## src/rtl/serial_logic_unit.sv

```systemverilog
// Multi-cycle bitwise logic unit. It processes one SLICE-bit slice per clock and
// returns the WIDTH-bit result over a valid/ready handshake.
module serial_logic_unit #(
   parameter int WIDTH = 32,
   parameter int SLICE = 8,
   parameter int CNTW  = 16
) (
   input  logic             clock,
   input  logic             reset_n,
   input  logic             in_valid,
   output logic             in_ready,
   input  logic [1:0]       op,
   input  logic [WIDTH-1:0] data_a,
   input  logic [WIDTH-1:0] data_b,
   output logic             out_valid,
   input  logic             out_ready,
   output logic [WIDTH-1:0] data_result,
   output logic             busy,
   output logic [CNTW-1:0]  op_count
);

   // state | meaning
   // IDLE  | waiting for a request, in_ready high
   // RUN   | one slice of the result written per clock
   // HOLD  | result presented, waiting for out_ready
   localparam logic [1:0] ST_IDLE = 2'd0;
   localparam logic [1:0] ST_RUN  = 2'd1;
   localparam logic [1:0] ST_HOLD = 2'd2;

   // WIDTH must be a whole multiple of SLICE
   localparam int NSLICE = WIDTH / SLICE;
   localparam int IDXW   = (NSLICE > 1) ? $clog2(NSLICE) : 1;
   localparam int BW     = $clog2(WIDTH) + 1;
   localparam logic [IDXW-1:0] IDX_LAST = IDXW'(NSLICE - 1);

   logic [1:0]       r_state;
   logic [WIDTH-1:0] r_a;
   logic [WIDTH-1:0] r_b;
   logic [1:0]       r_op;
   logic [IDXW-1:0]  r_idx;
   logic [WIDTH-1:0] r_result;
   logic [CNTW-1:0]  r_count;

   logic [BW-1:0]    w_base;
   logic [SLICE-1:0] w_a_slice;
   logic [SLICE-1:0] w_b_slice;
   logic [SLICE-1:0] w_slice;

   assign w_base    = BW'(r_idx) * BW'(SLICE);
   assign w_a_slice = r_a[w_base +: SLICE];
   assign w_b_slice = r_b[w_base +: SLICE];

   always_comb begin
      w_slice = '0;
      case (r_op)
         2'b00:   w_slice = w_a_slice & w_b_slice;
         2'b01:   w_slice = w_a_slice | w_b_slice;
         2'b10:   w_slice = w_a_slice ^ w_b_slice;
         default: w_slice = ~w_a_slice;
      endcase
   end

   always_ff @(posedge clock or negedge reset_n) begin
      if (!reset_n) begin
         r_state  <= ST_IDLE;
         r_a      <= '0;
         r_b      <= '0;
         r_op     <= 2'b00;
         r_idx    <= '0;
         r_result <= '0;
         r_count  <= '0;
      end else begin
         case (r_state)
            ST_IDLE: begin
               if (in_valid) begin
                  r_a     <= data_a;
                  r_b     <= data_b;
                  r_op    <= op;
                  r_idx   <= '0;
                  r_state <= ST_RUN;
               end
            end
            ST_RUN: begin
               r_result[w_base +: SLICE] <= w_slice;
               r_idx <= r_idx + IDXW'(1);
               if (r_idx == IDX_LAST) begin
                  r_state <= ST_HOLD;
               end
            end
            ST_HOLD: begin
               if (out_ready) begin
                  r_count <= r_count + CNTW'(1);
                  r_state <= ST_IDLE;
               end
            end
            default: r_state <= ST_IDLE;
         endcase
      end
   end

   // Handshake flags depend on the state register only, never on inputs.
   assign in_ready    = (r_state == ST_IDLE);
   assign out_valid   = (r_state == ST_HOLD);
   assign busy        = (r_state == ST_RUN) || (r_state == ST_HOLD);
   assign data_result = r_result;
   assign op_count    = r_count;

endmodule

```

## config.mk

```make
export PLATFORM = sky130hd
export DESIGN_NAME = serial_logic_unit
export DESIGN_NICKNAME = d
export VERILOG_FILES = /design/src/rtl/serial_logic_unit.sv
export SDC_FILE = /design/constraint.sdc
export NUM_CORES = 1
export LEC_CHECK = 0
export CAP_MARGIN = 20
export CORE_MARGIN = 8
export CORE_UTILIZATION = 42
export DETAILED_ROUTE_END_ITERATION = 6
export PLACE_DENSITY = 0.78
export SYNTH_ARGS = -nofsm -noshare
export SYNTH_HDL_FRONTEND = slang
export SYNTH_SLANG_ARGS = --single-unit
```

## constraint.sdc

```tcl
create_clock -name clock -period 5.95 [get_ports clock]
set_input_delay 1.785 -clock clock [delete_from_list [all_inputs] [get_ports clock]]
set_output_delay 1.785 -clock clock [all_outputs]
set_load 0.02 [all_outputs]
```

==> results.ini <==
[status]
status=completed

[pwr]
p_seq_share_pct=31.9
p_sw_uw=1514
combPwrFrac_pct=42.4
clkPwrFrac_pct=25.7
leakage_uw=0.003340
intPower_uw=2869
vdd_drop_max_uv=333.2
power_density_nw_per_um2=568.8
switching_share_pct=34.54

[clocking]
clockRootBuffer=clkbuf_16
postCtsSetupBuffers=0
cts_buffers=17
tritoncts=built
cts.clk_slew.worst_paths_ps=50
clock-sinks=118
htreeDepth=4
post_cts_resized=0
cts_buffer_depth=2
ctsHoldBuffers=0
clk_latency_ps=410

[grt]
grt_pass1_wl_mm=22.07
grt_max_degree=86
track_usage_pct=15.66
grt_pass1_vias=4289
antenna_found_initial=0
grt-ovfl-total=0

[die]
ios=121
coreArea_um2=13240
rows=42
die_y_um=132.6
die_area_um2=17580
start_util_pct=43.11
die_x_um=132.6

[synth]
avgSynthCellArea_um2=13.50
synth.area.top_cells=dfrtp_1 52%, mux2_2 15%, ha_1 5.5%
synth_top_area_cell=dfrtp_1
ys_ff_latch=118
ys_warn_count=0
syn_area_um2=5709
netlist.area_leader.share_pct=51.72
syn_inst=423
synth_nets=518
ys_types=38
ys_seq_area_share_pct=51.72

[cells_and_area]
area.growth.synth_to_final_pct=34.96
nNetsFinal=641
antenna_cells=0
final_cell_area_um2=7705
final_cells=735
drive_above_1_share_pct=24.69

[sta]
skew_ps=6.959
setup_viol=0
period_minus_slack_ps=3620
maxSlewViolCount=0
hold_violations=0
slew_headroom_pct=27.88
setup_ws_ps=2330
grt_setup_unrepaired=false
finalSetupTns_ps=0
fmax_ghz=0.2762
fin_crit_sh_pct=60.84
tightest_slew_ps=1082
hold_ws_ps=476.8

[placement]
port_buffers=120
gp_congestion=0.7693
post-dp-hpwl_mm=9.762
place_inst=702
place_area_um2=7018
post-place-ws_ps=2067

[worst_setup_path]
max_stage_delay_ps=650
criticalPathCategory=flop to primary output
worstRegToRegCells=8
crit_fanout=5
critPathSlowestCell=clkdlybuf4s50_1
startpoint_type=flop
end_kind=primary output
crit_arrival_ps=1840
crit_required_ps=4160
path_cells=inv_1 -> ha_1 -> clkdlybuf4s50_1

[flow_run]
drv_cap=0

[detailed_routing]
wl_per_cell_um=17.95
dr.pass1.iters=5
vias=3838
drc=0
wl_mm=13.20
vias_per_cell=5.222
drtIter0Drc=224
ant_nets=0

[min_path]
min_path_type=flop to flop
hold-path-cell-count=1

## path summary, 6_finish.rpt
path,startpoint,slack (ps),endpoint
worst max-delay path,r_state[0],2330,in_ready
max in group asynchronous,reset_n,3860,r_a[17]
worst max register to register,r_idx[0],3120,data_result[13]
worst min-delay path,op_count[15],480,op_count[15]
worst min register to register,op_count[15],480,op_count[15]
min in group asynchronous,reset_n,1310,r_b[2]
## critical path: cells and delay by family, from the launching register on
kind                     cells  cell delay, ps
buffers and inverters        2             750
adder cells (fa/ha/maj)      1             270
flip-flops                   1             410
## per-stage QoR
stage               util, %  power [uW]
floorplan                 -        2711
global placement      53.00        3165
detailed placement    53.00        3272
CTS                   57.97        4423
global route          58.18        4661
finish                58.18        4382
## Yosys cell counts
| master | number |
|---|---|
| dfrtp_1 | 118 |
| mux2_2 | 76 |
| a22o_1 | 32 |
| ha_1 | 25 |
| inv_1 | 24 |
| nand2_1 | 19 |
| nor2_1 | 12 |
| buf_2 | 10 |
| nand3_1 | 10 |
| xnor2_1 | 10 |
| o21ai_0 | 9 |
| mux2i_1 | 8 |
| mux4_2 | 8 |
| a21oi_1 | 7 |
| nor2b_1 | 6 |
| a2bb2oi_2 | 5 |
| buf_6 | 5 |
| o221a_4 | 5 |
| xor2_1 | 5 |
| a211oi_2 | 3 |
| o32ai_1 | 3 |
| and3_1 | 2 |
| and4_1 | 2 |
| buf_4 | 2 |
| clkbuf_1 | 2 |
| nand2b_1 | 2 |
| nand4_1 | 2 |
| a22oi_1 | 1 |
| a32o_1 | 1 |
| and3b_1 | 1 |
| nand2_2 | 1 |
| nand3_2 | 1 |
| nand3b_1 | 1 |
| nor2_2 | 1 |
| nor3_1 | 1 |
| nor3b_2 | 1 |
| nor4_4 | 1 |
| nor4b_4 | 1 |
## power by group through the flow
| stage | Sequential [uW] | Clock, uW | Combinational, uW |
|---|---|---|---|
| floorplan | 1340 | 0 | 1370 |
| global placement | 1380 | 0 | 1780 |
| detailed placement | 1410 | 0 | 1860 |
| CTS | 1400 | 1150 | 1880 |
| global route | 1440 | 1190 | 2030 |
| finish | 1400 | 1130 | 1860 |
## layout by cell type, fill, tap and decap left out, types with 6 or more instances in the layout
| cell type | count |
|---|---|
| mux2_2 | 76 |
| a21oi_1 | 7 |
| clkbuf_16 | 17 |
| nor2_1 | 12 |
| ha_1 | 25 |
| mux4_2 | 8 |
| xnor2_1 | 10 |
| nor2b_1 | 6 |
| inv_1 | 24 |
| dfrtp_1 | 117 |
| clkdlybuf4s50_1 | 119 |
| nand2_1 | 18 |
| mux2i_1 | 8 |
| a22o_1 | 32 |
| o21ai_0 | 9 |
| nand3_1 | 10 |
## sequential cells by signal, summed over array words and instances (netlist names)
name	flops
data_result	32
op_count	16
r_a	32
r_b	32
r_idx	2
r_op	2
r_state	2
## layer usage
layer / routed length, um / GRT usage [%] / up-vias / share of wire (%)
li1: - / - / 1782 / -
met4: 176 / 5.047 / 0 / 1.3
met1: 5513 / 17.95 / 1927 / 42
met3: 800 / 5.867 / 16 / 6.1
met5: 0 / 0 / - / 0
met2: 6704 / 26.49 / 113 / 51
## layout make-up
| class | instances | area [um2] |
|---|---|---|
| Clock buffer | 24 | 491.7 |
| Clock inverter | 8 | 167.7 |
| Fill cell | 1074 | 5538 |
| Inverter | 24 | 90.09 |
| Multi-Input combinational cell | 262 | 2540 |
| Sequential cell | 118 | 2954 |
| Tap cell | 176 | 220.2 |
| Timing Repair Buffer | 123 | 1241 |
## logic make-up (layout without fill, tap and decap cells)
group,Yosys count,in the layout,share of synthesized area (%)
adders and majority gates,25,25,5.479
and+or+nand+nor,64,64,6.312
AOI/OAI and AO/OA,66,66,10.80
xor gates and xnor gates,15,15,2.301
buffers and inverters,43,179,3.835
muxes,92,92,19.55
DFF,118,118,51.72
No activity file was read; power rests on OpenSTA's default activity.
==> RTL change 1 (same flow settings) <==
Reset style: synchronous (`reset_n`), changed in one clocked block.
--- a/src/rtl/serial_logic_unit.sv
+++ b/src/rtl/serial_logic_unit.sv
@@ -62,3 +62,3 @@
 
-   always_ff @(posedge clock or negedge reset_n) begin
+   always_ff @(posedge clock) begin
       if (!reset_n) begin
Formal check against the unedited RTL: differs if reset_n is asserted again (counterexample within 4 cycles, from zero or initial values and one cycle with reset_n low); with reset_n held inactive, the same outputs for 10 cycles.
==> RTL change 1 against the unedited design <==
- design area down 7.9%
- first-iteration DRC count up 56%
- area after synthesis down 9.9%
- non-clock buffer count up 1
- setup slack better by 77 ps
- critical path depth unchanged
- hold slack worse by 25 ps
- sequential cell count unchanged
- wire length up 4.2%
- largest cell class is now multi-input gates
Power is not compared: it rests on default switching activity, and its combinational part moved more than twofold at a synthesized area within 25%.
==> RTL change 1: results (changes against the unedited design) <==
status: finished, final reports clean
H-tree depth: 4 (unchanged)
CP Max Fanout: 3 (-2)
CP max stage delay: 610 ps (-40 ps)
dominant synthesized flop cell: dfxtp_1
post-synthesis async set-or-reset flop share: 0 (-1.000)
Global Route Usage Sum: 0.1733 (+0.01662)
worst slack after detailed placement: 2286 ps (+219.0 ps)
post-synthesis sequential area ratio: 0.4591 (-0.05806)
commonest cells in the netlist: nand2_1 (154), dfxtp_1 (118), a21oi_1 (81)
number of global-route vias before repair: 4630 (+8.0%)
worst hold slack: 452.1 ps (-24.70 ps)
Routed wire per std cell: 16.12 µm (-10%)
Post-CTS Setup Bufs: 0 (unchanged)
initial antenna violation count: 0 (unchanged)
largest net degree at the start of global routing: 67 (-22%)
DR pass1 iterations: 5 (unchanged)
top cells by area, synth: dfxtp_1 (46%), nand2_1 (11%), mux4_2 (8.8%), a21oi_1 (7.9%), ha_1 (6.1%)
final net count: 788 (+23%)
Min-Delay Path Class: reg -> reg
via count: 4523 (+18%)
Ys Warns: 0 (unchanged)
input/output buffers: 120 (unchanged)
Crit-path slowest cell: clkdlybuf4s50_1
Fill cells: 1025 (-4.6%)
final worst slack: 2407 ps (+76.97 ps)
first-pass GRT wire length: 22600 µm (+2.4%)
share of cells above drive strength 1: 0.08924 (-0.1576)
actual slew at the worst max-slew pin: 1048 ps (-34.04 ps)
dpl hpwl: 9938 µm (+1.8%)
Clock transition at path regs: 50 ps (about the same)
Post-Syn Nets: 679 (+31%)
clock skew: 7.888 ps (+0.9297 ps)
GP Congestion: 0.7950 (+3.3%)
r2r setup slk: 3020 ps (-100 ps)
Starting DRT DRC Count: 349 (+56%)
CTS root buf: clkbuf_16
==> RTL change 1: kinds of logic after synthesis <==
family                   synth area share
XOR/XNOR                          0.01873
adder cells (fa/ha/maj)           0.06080
AND/OR/NAND/NOR                    0.1783
AO/OA/AOI/OAI                      0.1403
multiplexers                      0.09339
buffers and inverters             0.04937
flip-flops                         0.4591
==> RTL change 1: path summary, 6_finish.rpt <==
path                                   endpoint  startpoint  cells after the start
worst max-delay path                       busy  r_state[1]                      3
worst min-delay path                     r_b[4]      r_b[4]                      2
worst max register to register  data_result[17]    r_idx[0]                      8
worst min register to register           r_b[4]      r_b[4]                      2
==> RTL change 1: area by class of cell <==
type,instances,area share
tap,147,0.02592
timing repair buffer,124,0.1770
inverter,28,0.01481
clock buffer,20,0.06435
sequential,118,0.3329
clock inverter,12,0.02821
multi-input combinational,404,0.3568
==> RTL change 1: worst reg2reg max path: cells and delay by family (launching register included) <==
kind	cells	cell delay [ps]
mux	1	580
buf+inv	2	470
simple gates	1	90
compound gates	3	680
fa+ha+maj	1	230
flops	1	770
==> RTL change 1: where the power goes <==
part	switching [mW]	internal, mW
Clock	0.363	0.765
Combinational	0.374	0.283
Sequential	0.0701	0.881
Total	0.807	1.93
==> RTL change 1: metal layers <==
| metal | vias up | part of all wire | wire length [µm] | global-route usage |
|---|---|---|---|---|
| met2 | 154 | 0.50 | 6807 | 0.2959 |
| met5 | - | 0 | 0 | 0 |
| met4 | 0 | 0.014 | 199 | 0.07068 |
| met1 | 2129 | 0.43 | 5953 | 0.2035 |
| li1 | 2221 | - | - | - |
| met3 | 19 | 0.057 | 789 | 0.04399 |
==> RTL change 1: metrics by stage <==
stage	area, µm²	cells
after floorplan	5145	584
after global placement	6400	819
after detailed placement	6400	819
after CTS	7057	851
after global routing	7097	853
final	7097	853
==> RTL change 2 (same flow settings) <==
Made on the original files. The parameter `WIDTH` goes from 32 to 64.
--- a/src/rtl/serial_logic_unit.sv
+++ b/src/rtl/serial_logic_unit.sv
@@ -3,3 +3,3 @@
 module serial_logic_unit #(
-   parameter int WIDTH = 32,
+   parameter int WIDTH = 64,
    parameter int SLICE = 8,
Interface: changed (resized data_a, data_b and data_result); port bits go from 121 to 217. The function was not compared with the original's and may differ.
==> RTL change 2 against the unedited design <==
- cell count grew 70%
- largest cell class unchanged
- critical path type unchanged
- combinational power grew 73%
- wire length grew 78%
- area after synthesis grew 72%
- sequential power grew 83%
- power grew 67%
- setup slack lost 180 ps
- critical path depth is the same
- sequential cell count grew 97
- design area grew 70%
==> RTL change 2: results (changes against the unedited design) <==
Ys Warns: 0 (unchanged)
Post-Syn Nets: 862 (+66%)
FMAX: 0.2632 GHz (-4.7%)
CTS max path bufs: 3 (+1)
r2r setup slk: 2360 ps (-760 ps)
worst-skew pair later-pin latency: 510 ps (+100 ps)
Synth Area in XOR/XNOR: 0.01337 (-0.009642)
Post-Synth Adder-Cell Area: 0.03056 (-0.02423)
Starting DRT DRC Count: 322 (+44%)
final net count: 1073 (+67%)
top cells by area, synth: dfrtp_1 (55%), mux2_2 (18%), mux4_2 (6.0%), ha_1 (3.1%), mux2_1 (2.8%)
first-pass GRT wire length: 37370 µm (+69%)
actual slew at the worst max-slew pin: 991.2 ps (-90.58 ps)
Worst R2R Path Depth: 9 (+1)
H-tree depth: 1 (-3)
DR pass1 iterations: 4 (-1)
dpl hpwl: 17260 µm (+77%)
via count: 6327 (+65%)
input/output buffers: 216 (+80%)
RR Startpoint: r_idx[0]
Synth cell types: 43 (+13%)
clock skew: 12.29 ps (+5.328 ps)
Post-Synthesis Cells: 704 (+66%)
Routed wire per std cell: 18.79 µm (+4.7%)
status: finished, final reports clean
number of global-route vias before repair: 6865 (+60%)
share of cells above drive strength 1: 0.2672 (+0.02030)
post-synthesis async set-or-reset flop share: 1.000 (unchanged)
Global Route Usage Sum: 0.1629 (+0.006279)
Cell Area, Placed: 12290 µm² (+75%)
Avg Vias per Cell: 5.058 (-3.1%)
compound-cell area share of the yosys netlist: 0.03527 (-0.07277)
Leak: 5.610 nW (+68%)
post-synthesis mux area share: 0.2851 (+0.08959)
GP Congestion: 0.7815 (+1.6%)
CTS sink cnt: 215 (+82%)
Peak VDD IR: 0.2266 mV (-32%)
post-synthesis sequential area ratio: 0.5475 (+0.03029)
Worst Path Arrival: 2010 ps (+170 ps)
worst slack after detailed placement: 2002 ps (-64.99 ps)
placed cells: 1208 (+72%)
CTS Buf Count: 24 (+7)
commonest cells in the netlist: dfrtp_1 (215), mux2_2 (160), nand2_1 (54)
worst hold slack: 474.2 ps (-2.663 ps)
largest net degree at the start of global routing: 125 (+45%)
reg2reg end: data_result[58]
CP max stage delay: 690 ps (+40 ps)
RTL change 2: worst max-delay path: cells and delay by family, from the launching register on:
family / cells / cell delay (ps)
fa+ha+maj: 1 / 310
flops: 1 / 410
buf+inv: 2 / 780
RTL change 2: cell type report:
type / count / area, µm²
Timing Repair Buffer: 219 / 2215
Inverter: 27 / 101.3
Sequential cell: 215 / 5383
Multi-Input combinational cell: 428 / 4197
Clock inverter: 6 / 118.9
Fill cell: 1894 / 10080
Clock buffer: 37 / 699.4
Tap cell: 319 / 399.1
RTL change 2: power by group:
part	switching [mW]	total (mW)	internal (mW)	leakage (nW)
combinational	1.56	3.22	1.66	2.56
clock	0.580	1.52	0.938	0.395
sequential	0.454	2.56	2.11	2.66
total	2.60	7.30	4.70	5.61
RTL change 2: per-layer routing:
layer  vias to the layer above  GRT usage  share of wire
met3                        28    0.03960          0.065
met1                      3208     0.2131           0.44
met4                         0    0.03377          0.015
li1                       2918          -              -
met5                         -          0              0
met2                       173     0.2713           0.48
